<file path="src/rtl/xintf_dpbram_slave_if.sv">
// DSP XINTF zone bus as seen by the fabric: async strobes, address, and a split
// data bus with a pad output enable.
interface xintf_dpbram_slave_if #(
  parameter int ADDR_W = 10
);
  logic              zcs_n;
  logic              rd_n;
  logic              we_n;
  logic [ADDR_W-1:0] addr;
  logic [15:0]       wr_data;
  logic [15:0]       rd_data;
  logic              rd_data_oe;

  modport master (output zcs_n, rd_n, we_n, addr, wr_data, input rd_data, rd_data_oe);
  modport slave  (input zcs_n, rd_n, we_n, addr, wr_data, output rd_data, rd_data_oe);
endinterface

</file>
<file path="src/rtl/xintf_dpbram_slave.sv">
// DSP-side XINTF slave: reads from the Zynq-to-DSP DPBRAM, writes to the DSP-to-Zynq DPBRAM.
// Optional XINTF_DOORBELL_EN: a write to DOORBELL_ADDR in region 1 also pulses o_frame_done.
module xintf_dpbram_slave #(
  parameter int         SYNC_STAGES   = 2,
  parameter int         ADDR_W        = 10,
  parameter int         RD_LAT        = 2,
  parameter logic [8:0] DOORBELL_ADDR = 9'h1FF
) (
  input  logic                  i_clk,
  input  logic                  i_rst,
  xintf_dpbram_slave_if.slave   bus,
  output logic [8:0]            o_z_to_d_addr,
  output logic                  o_z_to_d_ce,
  input  logic [15:0]           i_z_to_d_dout,
  output logic [8:0]            o_d_to_z_addr,
  output logic                  o_d_to_z_ce,
  output logic                  o_d_to_z_we,
  output logic [15:0]           o_d_to_z_din,
  output logic                  o_rd_done,
  output logic                  o_wr_done,
  output logic                  o_err,
  output logic                  o_frame_done
);

  typedef enum logic [2:0] {
    IDLE, RD_ISSUE, RD_WAIT, RD_DRIVE, WR_COMMIT, WR_RELEASE
  } state_t;

  state_t state, state_nx;

  logic [SYNC_STAGES-1:0] zcs_sync, rd_sync, we_sync;
  logic                   rd_act, wr_act, rd_act_q, wr_act_q, rd_rise, wr_rise;
  logic [ADDR_W-1:0]      addr_q, addr_d;
  logic [15:0]            wdata_q, wdata_d, rd_data_q;
  logic [2:0]             cnt;
  logic                   err_set, oe_q, db_hit;

  // Strobes idle high, so the chains preset to 1 to avoid a false start after reset
  always_ff @(posedge i_clk) begin
    if (i_rst) begin
      zcs_sync <= '1;
      rd_sync  <= '1;
      we_sync  <= '1;
      rd_act_q <= 1'b0;
      wr_act_q <= 1'b0;
    end else begin
      zcs_sync <= {zcs_sync[SYNC_STAGES-2:0], bus.zcs_n};
      rd_sync  <= {rd_sync[SYNC_STAGES-2:0],  bus.rd_n};
      we_sync  <= {we_sync[SYNC_STAGES-2:0],  bus.we_n};
      rd_act_q <= rd_act;
      wr_act_q <= wr_act;
    end
  end

  assign rd_act  = ~zcs_sync[SYNC_STAGES-1] & ~rd_sync[SYNC_STAGES-1];
  assign wr_act  = ~zcs_sync[SYNC_STAGES-1] & ~we_sync[SYNC_STAGES-1];
  assign rd_rise = rd_act & ~rd_act_q;
  assign wr_rise = wr_act & ~wr_act_q;

  always_ff @(posedge i_clk) begin
    if (i_rst) state <= IDLE;
    else       state <= state_nx;
  end

  always_comb begin
    state_nx = state;
    addr_d   = addr_q;
    wdata_d  = wdata_q;
    err_set  = 1'b0;
    case (state)
      IDLE: begin
        if (rd_rise) begin
          state_nx = RD_ISSUE;
          addr_d   = bus.addr;
          err_set  = wr_rise;
        end else if (wr_rise) begin
          state_nx = WR_COMMIT;
          addr_d   = bus.addr;
          wdata_d  = bus.wr_data;
        end
      end
      RD_ISSUE: begin
        if (addr_q[ADDR_W-1]) begin
          err_set  = 1'b1;
          state_nx = RD_DRIVE;
        end else begin
          state_nx = RD_WAIT;
        end
      end
      RD_WAIT:    if (cnt == 3'(RD_LAT-1)) state_nx = RD_DRIVE;
      RD_DRIVE:   if (!rd_act) state_nx = IDLE;
      WR_COMMIT: begin
        err_set  = ~addr_q[ADDR_W-1];
        state_nx = WR_RELEASE;
      end
      WR_RELEASE: if (!wr_act) state_nx = IDLE;
      default:    state_nx = IDLE;
    endcase
  end

`ifdef XINTF_DOORBELL_EN
  assign db_hit = (addr_d[8:0] == DOORBELL_ADDR);
`else
  logic unused_db;
  assign unused_db = ^DOORBELL_ADDR;
  assign db_hit    = 1'b0;
`endif

  // Strobe-type outputs are registered from the next state so each is high
  // for exactly the one cycle the FSM spends in the matching state.
  always_ff @(posedge i_clk) begin
    if (i_rst) begin
      addr_q       <= '0;
      wdata_q      <= '0;
      rd_data_q    <= '0;
      cnt          <= '0;
      oe_q         <= 1'b0;
      o_z_to_d_ce  <= 1'b0;
      o_d_to_z_ce  <= 1'b0;
      o_d_to_z_we  <= 1'b0;
      o_rd_done    <= 1'b0;
      o_wr_done    <= 1'b0;
      o_err        <= 1'b0;
      o_frame_done <= 1'b0;
    end else begin
      addr_q       <= addr_d;
      wdata_q      <= wdata_d;
      cnt          <= (state == RD_WAIT) ? cnt + 3'd1 : 3'd0;
      oe_q         <= (state_nx == RD_DRIVE);
      o_z_to_d_ce  <= (state_nx == RD_ISSUE)  & ~addr_d[ADDR_W-1];
      o_d_to_z_ce  <= (state_nx == WR_COMMIT) &  addr_d[ADDR_W-1];
      o_d_to_z_we  <= (state_nx == WR_COMMIT) &  addr_d[ADDR_W-1];
      o_wr_done    <= (state_nx == WR_COMMIT) &  addr_d[ADDR_W-1];
      o_frame_done <= (state_nx == WR_COMMIT) &  addr_d[ADDR_W-1] & db_hit;
      o_rd_done    <= (state == RD_DRIVE) & (state_nx == IDLE);
      o_err        <= o_err | err_set;
      if (state == RD_ISSUE && addr_q[ADDR_W-1])
        rd_data_q <= 16'h0000;
      else if (state == RD_WAIT && state_nx == RD_DRIVE)
        rd_data_q <= i_z_to_d_dout;
    end
  end

  assign o_z_to_d_addr  = addr_q[8:0];
  assign o_d_to_z_addr  = addr_q[8:0];
  assign o_d_to_z_din   = wdata_q;
  assign bus.rd_data    = rd_data_q;
  assign bus.rd_data_oe = oe_q;

endmodule

</file>
<file path="src/flat_wrapper.sv">
// flat-port wrapper written by rule: the top's interface ports become plain ports
module xintf_dpbram_slave_flat 
#(
  parameter int         SYNC_STAGES   = 2,
  parameter int         ADDR_W        = 10,
  parameter int         RD_LAT        = 2,
  parameter logic [8:0] DOORBELL_ADDR = 9'h1FF
)
  (i_clk, i_rst, o_z_to_d_addr, o_z_to_d_ce, i_z_to_d_dout, o_d_to_z_addr, o_d_to_z_ce, o_d_to_z_we, o_d_to_z_din, o_rd_done, o_wr_done, o_err, o_frame_done, bus_zcs_n, bus_rd_n, bus_we_n, bus_addr, bus_wr_data, bus_rd_data, bus_rd_data_oe);
  xintf_dpbram_slave_if #(.ADDR_W(ADDR_W)) bus_i ();
  input  logic i_clk;
  input  logic i_rst;
  output logic [8:0] o_z_to_d_addr;
  output logic o_z_to_d_ce;
  input  logic [15:0] i_z_to_d_dout;
  output logic [8:0] o_d_to_z_addr;
  output logic o_d_to_z_ce;
  output logic o_d_to_z_we;
  output logic [15:0] o_d_to_z_din;
  output logic o_rd_done;
  output logic o_wr_done;
  output logic o_err;
  output logic o_frame_done;
  input wire logic [$bits(bus_i.zcs_n)-1:0] bus_zcs_n;
  input wire logic [$bits(bus_i.rd_n)-1:0] bus_rd_n;
  input wire logic [$bits(bus_i.we_n)-1:0] bus_we_n;
  input wire logic [$bits(bus_i.addr)-1:0] bus_addr;
  input wire logic [$bits(bus_i.wr_data)-1:0] bus_wr_data;
  output wire logic [$bits(bus_i.rd_data)-1:0] bus_rd_data;
  output wire logic [$bits(bus_i.rd_data_oe)-1:0] bus_rd_data_oe;
  assign bus_i.zcs_n = bus_zcs_n;
  assign bus_i.rd_n = bus_rd_n;
  assign bus_i.we_n = bus_we_n;
  assign bus_i.addr = bus_addr;
  assign bus_i.wr_data = bus_wr_data;
  assign bus_rd_data = bus_i.rd_data;
  assign bus_rd_data_oe = bus_i.rd_data_oe;
  xintf_dpbram_slave #(.SYNC_STAGES(SYNC_STAGES), .ADDR_W(ADDR_W), .RD_LAT(RD_LAT), .DOORBELL_ADDR(DOORBELL_ADDR)) u_core (.i_clk(i_clk), .i_rst(i_rst), .bus(bus_i), .o_z_to_d_addr(o_z_to_d_addr), .o_z_to_d_ce(o_z_to_d_ce), .i_z_to_d_dout(i_z_to_d_dout), .o_d_to_z_addr(o_d_to_z_addr), .o_d_to_z_ce(o_d_to_z_ce), .o_d_to_z_we(o_d_to_z_we), .o_d_to_z_din(o_d_to_z_din), .o_rd_done(o_rd_done), .o_wr_done(o_wr_done), .o_err(o_err), .o_frame_done(o_frame_done));
endmodule
</file>
<file path="config.mk">
export PLATFORM = sky130hd
export DESIGN_NAME = xintf_dpbram_slave_flat
export DESIGN_NICKNAME = d
export VERILOG_FILES = /design/src/rtl/xintf_dpbram_slave_if.sv /design/src/rtl/xintf_dpbram_slave.sv /design/src/flat_wrapper.sv
export SDC_FILE = /design/constraint.sdc
export NUM_CORES = 1
export LEC_CHECK = 0
export BUFFER_PORTS_ARGS = -buffer_cell sky130_fd_sc_hd__buf_4
export CAP_MARGIN = 20
export CORE_ASPECT_RATIO = 0.7
export CORE_MARGIN = 2
export CORE_UTILIZATION = 42
export CTS_CLUSTER_SIZE = 12
export DETAILED_ROUTE_END_ITERATION = 10
export GPL_TIMING_DRIVEN = 1
export PLACE_DENSITY = 0.75
export SLEW_MARGIN = 15
export SYNTH_ARGS = -nofsm -noshare
export SYNTH_HDL_FRONTEND = slang
export SYNTH_SLANG_ARGS = --single-unit
</file>
<file path="constraint.sdc">
create_clock -name i_clk -period 1.6 [get_ports i_clk]
set_clock_uncertainty 0.1 [all_clocks]
set_input_delay 0.16 -clock i_clk [delete_from_list [all_inputs] [get_ports i_clk]]
set_output_delay 0.16 -clock i_clk [all_outputs]
set_load 0.005 [all_outputs]
</file>
# After elaboration in Yosys (flattened, before gate mapping)

Index checks and enable logic that the tools add are counted.

Add/subtract/negate cells: 1
Equality and inequality tests: 9
Mux-type cells: 13
Bitwise logic cells: 17
Reductions and logical operators: 9

Operators with widths:

| kind                                                 | count |
|---|---|
| two-way mux 10 bit                                   | 3 |
| one-hot mux 3 bit (6 select lines)                   | 1 |
| two-way mux 3 bit                                    | 5 |
| equality test 3 x 1 -> 1 bit (second input constant) | 3 |
| equality test 3 x 2 -> 1 bit (second input constant) | 3 |
| equality test 3 bit (second input constant)          | 3 |
| inverter 1 bit                                       | 9 |
| AND 1 bit                                            | 7 |
| logical NOT 3 bit                                    | 2 |
| OR reduction 2 bit                                   | 2 |
| adder 3 x 1 -> 3 bit (second input constant)         | 1 |
| two-way mux 1 bit                                    | 3 |
| one-hot mux 1 bit (3 select lines)                   | 1 |
| AND reduction 3 bit                                  | 1 |
| logical AND 1 bit                                    | 2 |
| AND reduction 2 bit                                  | 1 |
| nonzero test 2 bit                                   | 1 |
| OR 1 bit                                             | 1 |

Register bits after elaboration: 61
Input bits: 47
Output and inout bits: 58
Word-level logic and storage cells: 65

# Logic depth before layout (Yosys ltp)

Depth in word-level cells: 8
Mapped depth: 7
Depth with buffers taken out: 5

# Worst setup path after synthesis

OpenSTA, ideal clock, no wires.

Kind: register to register
Start point: register u_core.state[1]
End point: register u_core.wdata_q[10], in the netlist u_core.o_d_to_z_din[10]
Setup time: 0.128 ns
Arrival time: 1.341 ns
Data required time: 1.372 ns
Setup slack: 0.031 ns
Stages on the path, launching flop included: 8
Buffers on the path: 3
Clock period less this slack: 1.569 ns
Path through: dfxtp_1 > buf_6 > nor4_4 > nand3b_1 > buf_4 > buf_6 > mux2i_1 > nor2_1

Cells in the longest elaborated chain, start to end: 2

Ends and longest elaborated chain:

| what                          | line                      | RTL |
|---|---|---|
| start, declared               | xintf_dpbram_slave.sv:29  | `state_t state, state_nx;` |
| start signal, assigned        | xintf_dpbram_slave.sv:62  | `else state <= state_nx;` |
| logical NOT 3 bit             | xintf_dpbram_slave.sv:70  | `case (state)` |
| AND reduction 3 bit (no line) | --                        |  |
| end signal, assigned          | xintf_dpbram_slave.sv:127 | `wdata_q <= wdata_d;` |
| end, declared                 | xintf_dpbram_slave.sv:34  | `logic [15:0] wdata_q, wdata_d, rd_data_q;` |

No other way between the ends.
A chain may end at the register's enable or synchronous reset.

# Worst setup path after layout

Start point: register u_core.state[1]
End point: register u_core.wdata_q[3], in the netlist u_core.o_d_to_z_din[3]

The elaborated chain is that of the path after synthesis.

==> flow_metrics.env <==
export IMPL_floorplan_initialDensity=0.444
export IMPL_wl_um=6170
export IMPL_endpoint="u_core.o_d_to_z_din[3]$_SDFFE_PP0P_"
export IMPL_ys_seq_elements=61
export IMPL_timing_critical_path_buf_inv=1
export IMPL_postSynthAreaPerCell_um2=9.53
export IMPL_power_density_cell_area_nw_per_um2=814
export IMPL_grt_remaining_overflow=0
export IMPL_netlist_instances=249
export IMPL_critPathTopFamily="simple AND/OR/NAND/NOR gates"
export IMPL_post_layout_total_power_mw=3.06
export IMPL_netlist_area_leader_share=0.514
export IMPL_asr_flop_ratio_synth=0
export IMPL_net_switching_power_mw=0.627
export IMPL_detail_route_first_pass_iterations=4
export IMPL_count_of_boundary_i_o_pins=105
export IMPL_path_cells="nor4_4 > nand3b_1 > buf_12 > mux2i_1 > nor2_1"
export IMPL_detailroute_via_count=2138
export IMPL_synth_top_area_cell="sky130_fd_sc_hd__dfxtp_1"
export IMPL_core_area_um2=5340
export IMPL_synth_simple_area_share=0.179
export IMPL_internal_power_mw=2.43
export IMPL_syn_num_nets=298
export IMPL_r2r_setup_slack_ns=0.09
export IMPL_place_inst=399
export IMPL_worstPathArrival_ns=1.63
export IMPL_share_clk_of_total_power=0.406
export IMPL_global_route_usage_total=0.201
export IMPL_share_of_the_clock_period_used_by_the_worst_path_after_layout=0.946
export IMPL_clock_tree_buffer_depth=2
export IMPL_post_drt_via_cell_ratio=4.67
export IMPL_number_of_drc_violations_after_detailed_routing_iteration_0=76
export IMPL_synth_top_family_by_area="simple AND/OR/NAND/NOR gates"
export IMPL_met1Wirelength_um=2550
export IMPL_cts_post_setup_buffers_inserted=0
export IMPL_wire_per_inst_um=13.5
export IMPL_fmax_mhz=660
export IMPL_critPathLaunchType="flop"
export IMPL_fin_util=0.703
export IMPL_slew_violations=0
export IMPL_number_of_unique_standard_cell_types_used_by_synthesis=33
export IMPL_synthToLayoutAreaGrowth_pct=58.1
export IMPL_nets=432
export IMPL_antenna_found_initial=0
export IMPL_detailed_place_area_um2=3110
export IMPL_end_of_the_worst_register_to_register_path="u_core.o_d_to_z_din[3]$_SDFFE_PP0P_"
export IMPL_hold_depth=2
export IMPL_grt_max_degree=24
export IMPL_layout_filler_cells=403
export IMPL_drc_errors=0
export IMPL_die_area_um2=6280
export IMPL_number_of_enable_type_register_cells_in_the_synthesized_netlist=0
export IMPL_required_ns=1.72
export IMPL_regArea_um2=1220
export IMPL_cts_root_buffer="sky130_fd_sc_hd__clkbuf_8"
export IMPL_synth_compound_area_frac=0.0706
export IMPL_fin_cells=458
export IMPL_clk_latency_worst_skew_pair_ns=0.33
export IMPL_criticalPathCategory="flop to flop"
export IMPL_die_outline_height_um=66.9
export IMPL_detailroute_wirelength_met3_um=342
export IMPL_final_hold_viol_count=0
export IMPL_wl_met2_um=3130
export IMPL_antennaDiodeCount=0
export IMPL_synth_xor_xnor_area_share=0.00369
export IMPL_floorplan_rows=22
export IMPL_critical_path_startpoint="u_core.state[1]$_SDFF_PP0_"
export IMPL_r2r_start="u_core.state[1]$_SDFF_PP0_"
export IMPL_outcome="complete, no violations"
export IMPL_hold_path_class="primary input to flop"
export IMPL_synthesis_area_um2=2370
export IMPL_layout_drive_gt1_share=0.373
export IMPL_worst_setup_hold_path_clk_slew_ns=0.06
export IMPL_routed_top_layer="met4"
export IMPL_synth_area_leaders="sky130_fd_sc_hd__dfxtp_1 (51%), sky130_fd_sc_hd__mux2i_1 (11%), sky130_fd_sc_hd__buf_4 (7.0%)"
export IMPL_cts_tree="done"
export IMPL_grt_pass1_wl_um=9470
export IMPL_synthAdderAreaFrac=0.0105
export IMPL_synth_warnings=0
export IMPL_cp_slowest_cell="sky130_fd_sc_hd__dfxtp_2"
export IMPL_gp_congestion=0.841
export IMPL_switching_share=0.205
export IMPL_cp_end_kind="flop"
export IMPL_synth_seq_area_share=0.514
export IMPL_critPathMaxFanout=16
export IMPL_detailedPlacementHpwl_um=3820
export IMPL_final_antenna_net_count=0
export IMPL_worstRegToRegCells=5
export IMPL_number_of_port_buffers=103
export IMPL_final_design_area_no_fill_um2=3750
export IMPL_layout_min_cycle_time_ns=1.51
export IMPL_power_leakage_nw=1.81
export IMPL_power_frac_comb=0.088
export IMPL_vdd_ir_drop_max_mv=0.424
export IMPL_timing_max_cap_violations=0
export IMPL_yosys_most_used_dff="sky130_fd_sc_hd__dfxtp_1"
export IMPL_tritoncts_num_buffers=9
export IMPL_yosys_mux_area_fraction=0.115
export IMPL_chipWidth_um=93.9
export IMPL_crit_cells=5
export IMPL_seq_power_share=0.506
export IMPL_first_global_vias=2038
export IMPL_area_of_combinational_cells_with_multiple_inputs_um2=907
export IMPL_cpPeakStageDelay_ns=0.34
export IMPL_htreeDepth=3
export IMPL_rsz0062_at_grt="true"
export IMPL_clock_sink_count=61
export IMPL_setup_violations=0
worst register-to-register path, stage by stage, from the launching register on:
cell,delay [ns]
sky130_fd_sc_hd__dfxtp_2,0.34
sky130_fd_sc_hd__nor4_4,0.32
sky130_fd_sc_hd__nand3b_1,0.19
sky130_fd_sc_hd__buf_12,0.21
sky130_fd_sc_hd__mux2i_1,0.17
sky130_fd_sc_hd__nor2_1,0.07
logic make-up after synthesis:
logic type / count (synthesis)
other cells: 1
xor+xnor: 1
fa+ha+maj: 2
mux: 26
simple gates: 93
compound gates: 28
buf+inv: 37
flops: 61
worst min path at each step:
stage	startpoint	end	slack (ns)
after global placement	bus_rd_n	u_core.rd_sync[0]$_SDFF_PP1_	0.25
final	i_rst	u_core.state[2]$_SDFF_PP0_	0.06
after floorplan	bus_rd_n	u_core.rd_sync[0]$_SDFF_PP1_	0.16
after global routing	i_rst	u_core.state[0]$_SDFF_PP0_	0.06
after detailed placement	bus_we_n	u_core.we_sync[0]$_SDFF_PP1_	0.25
after CTS	i_rst	u_core.state[0]$_SDFF_PP0_	0.05
registers in the layout, summed over array words and instances (netlist names):
| signal | cells |
|---|---|
| u_core.o_z_to_d_ce | 1 |
| u_core.state | 3 |
| u_core.cnt | 3 |
| u_core.addr_q | 10 |
| u_core.o_rd_done | 1 |
| u_core.o_d_to_z_we | 1 |
| u_core.rd_act_q | 1 |
| u_core.rd_sync | 2 |
| u_core.we_sync | 2 |
| u_core.wr_act_q | 1 |
| u_core.bus.rd_data | 16 |
| u_core.zcs_sync | 2 |
| u_core.o_d_to_z_din | 16 |
| u_core.bus.rd_data_oe | 1 |
| u_core.o_err | 1 |
cell type report:
type | instances | share of cell area
clock buffers | 13 | 0.0477
clock inverters | 1 | 0.00133
multi-input cells | 151 | 0.242
well taps | 72 | 0.0240
inverters | 1 | 0.00100
repair buffers | 159 | 0.358
flip-flops and latches | 61 | 0.326
cell usage in the layout (no fill, tap or decap), drive strengths merged:
cell,n
dlygate4sd3,45
a311oi,1
nor4b,1
or2,6
nand3,1
nor2b,2
a21boi,1
a21oi,18
or3b,1
o221a,1
clkbuf,13
dfxtp,61
o21bai,1
xnor2,1
conb,1
o21ai,3
and3,1
nand2,34
inv,1
nor3,7
clkinv,1
ha,2
mux2i,26
nand3b,2
nor4,1
o221ai,1
o211ai,1
o21a,1
nor2,36
or3,1
buf,114
through the flow:
| stage | setup WS, ns | TNS (ns) | hold WS (ns) |
|---|---|---|---|
| 3_3_place_gp | 0.110 | 0 | 0.246 |
| 4_1_cts | 0.0711 | 0 | 0.0514 |
| 2_1_floorplan | 0.0311 | 0 | 0.164 |
| 6_report | 0.0857 | 0 | 0.0648 |
| 3_5_place_dp | 0.0778 | 0 | 0.246 |
| 5_1_grt | -0.00525 | -0.00854 | 0.0634 |
layer usage:
layer	up-vias	track usage
met4	0	0.107
met1	993	0.229
met3	12	0.0600
met5	-	0
li1	1066	-
met2	67	0.342
cell usage after synthesis (all sizes together), types with 2 or more instances:
| master | n |
|---|---|
| mux2i | 26 |
| nand3b | 2 |
| nand2 | 34 |
| or2 | 6 |
| ha | 2 |
| nor2 | 36 |
| buf | 29 |
| a21oi | 18 |
| o21ai | 3 |
| nor2b | 2 |
| dfxtp | 61 |
| clkbuf | 7 |
| nor3 | 7 |
power by group through the flow:
stage | clock network (mW) | registers (mW) | logic, mW
after global routing | 1.34 | 1.55 | 0.288
final | 1.24 | 1.55 | 0.269
after floorplan | 0 | 1.58 | 0.0713
after detailed placement | 0 | 1.58 | 0.176
after CTS | 1.28 | 1.55 | 0.265
after global placement | 0 | 1.58 | 0.174
what timing repair did:
item,CTS,global route
hold endpoints to repair,45,0
gates resized for setup,0,4
hold buffers,45,0
setup endpoints to repair,0,4
No activity file was read; power rests on OpenSTA's default activity.
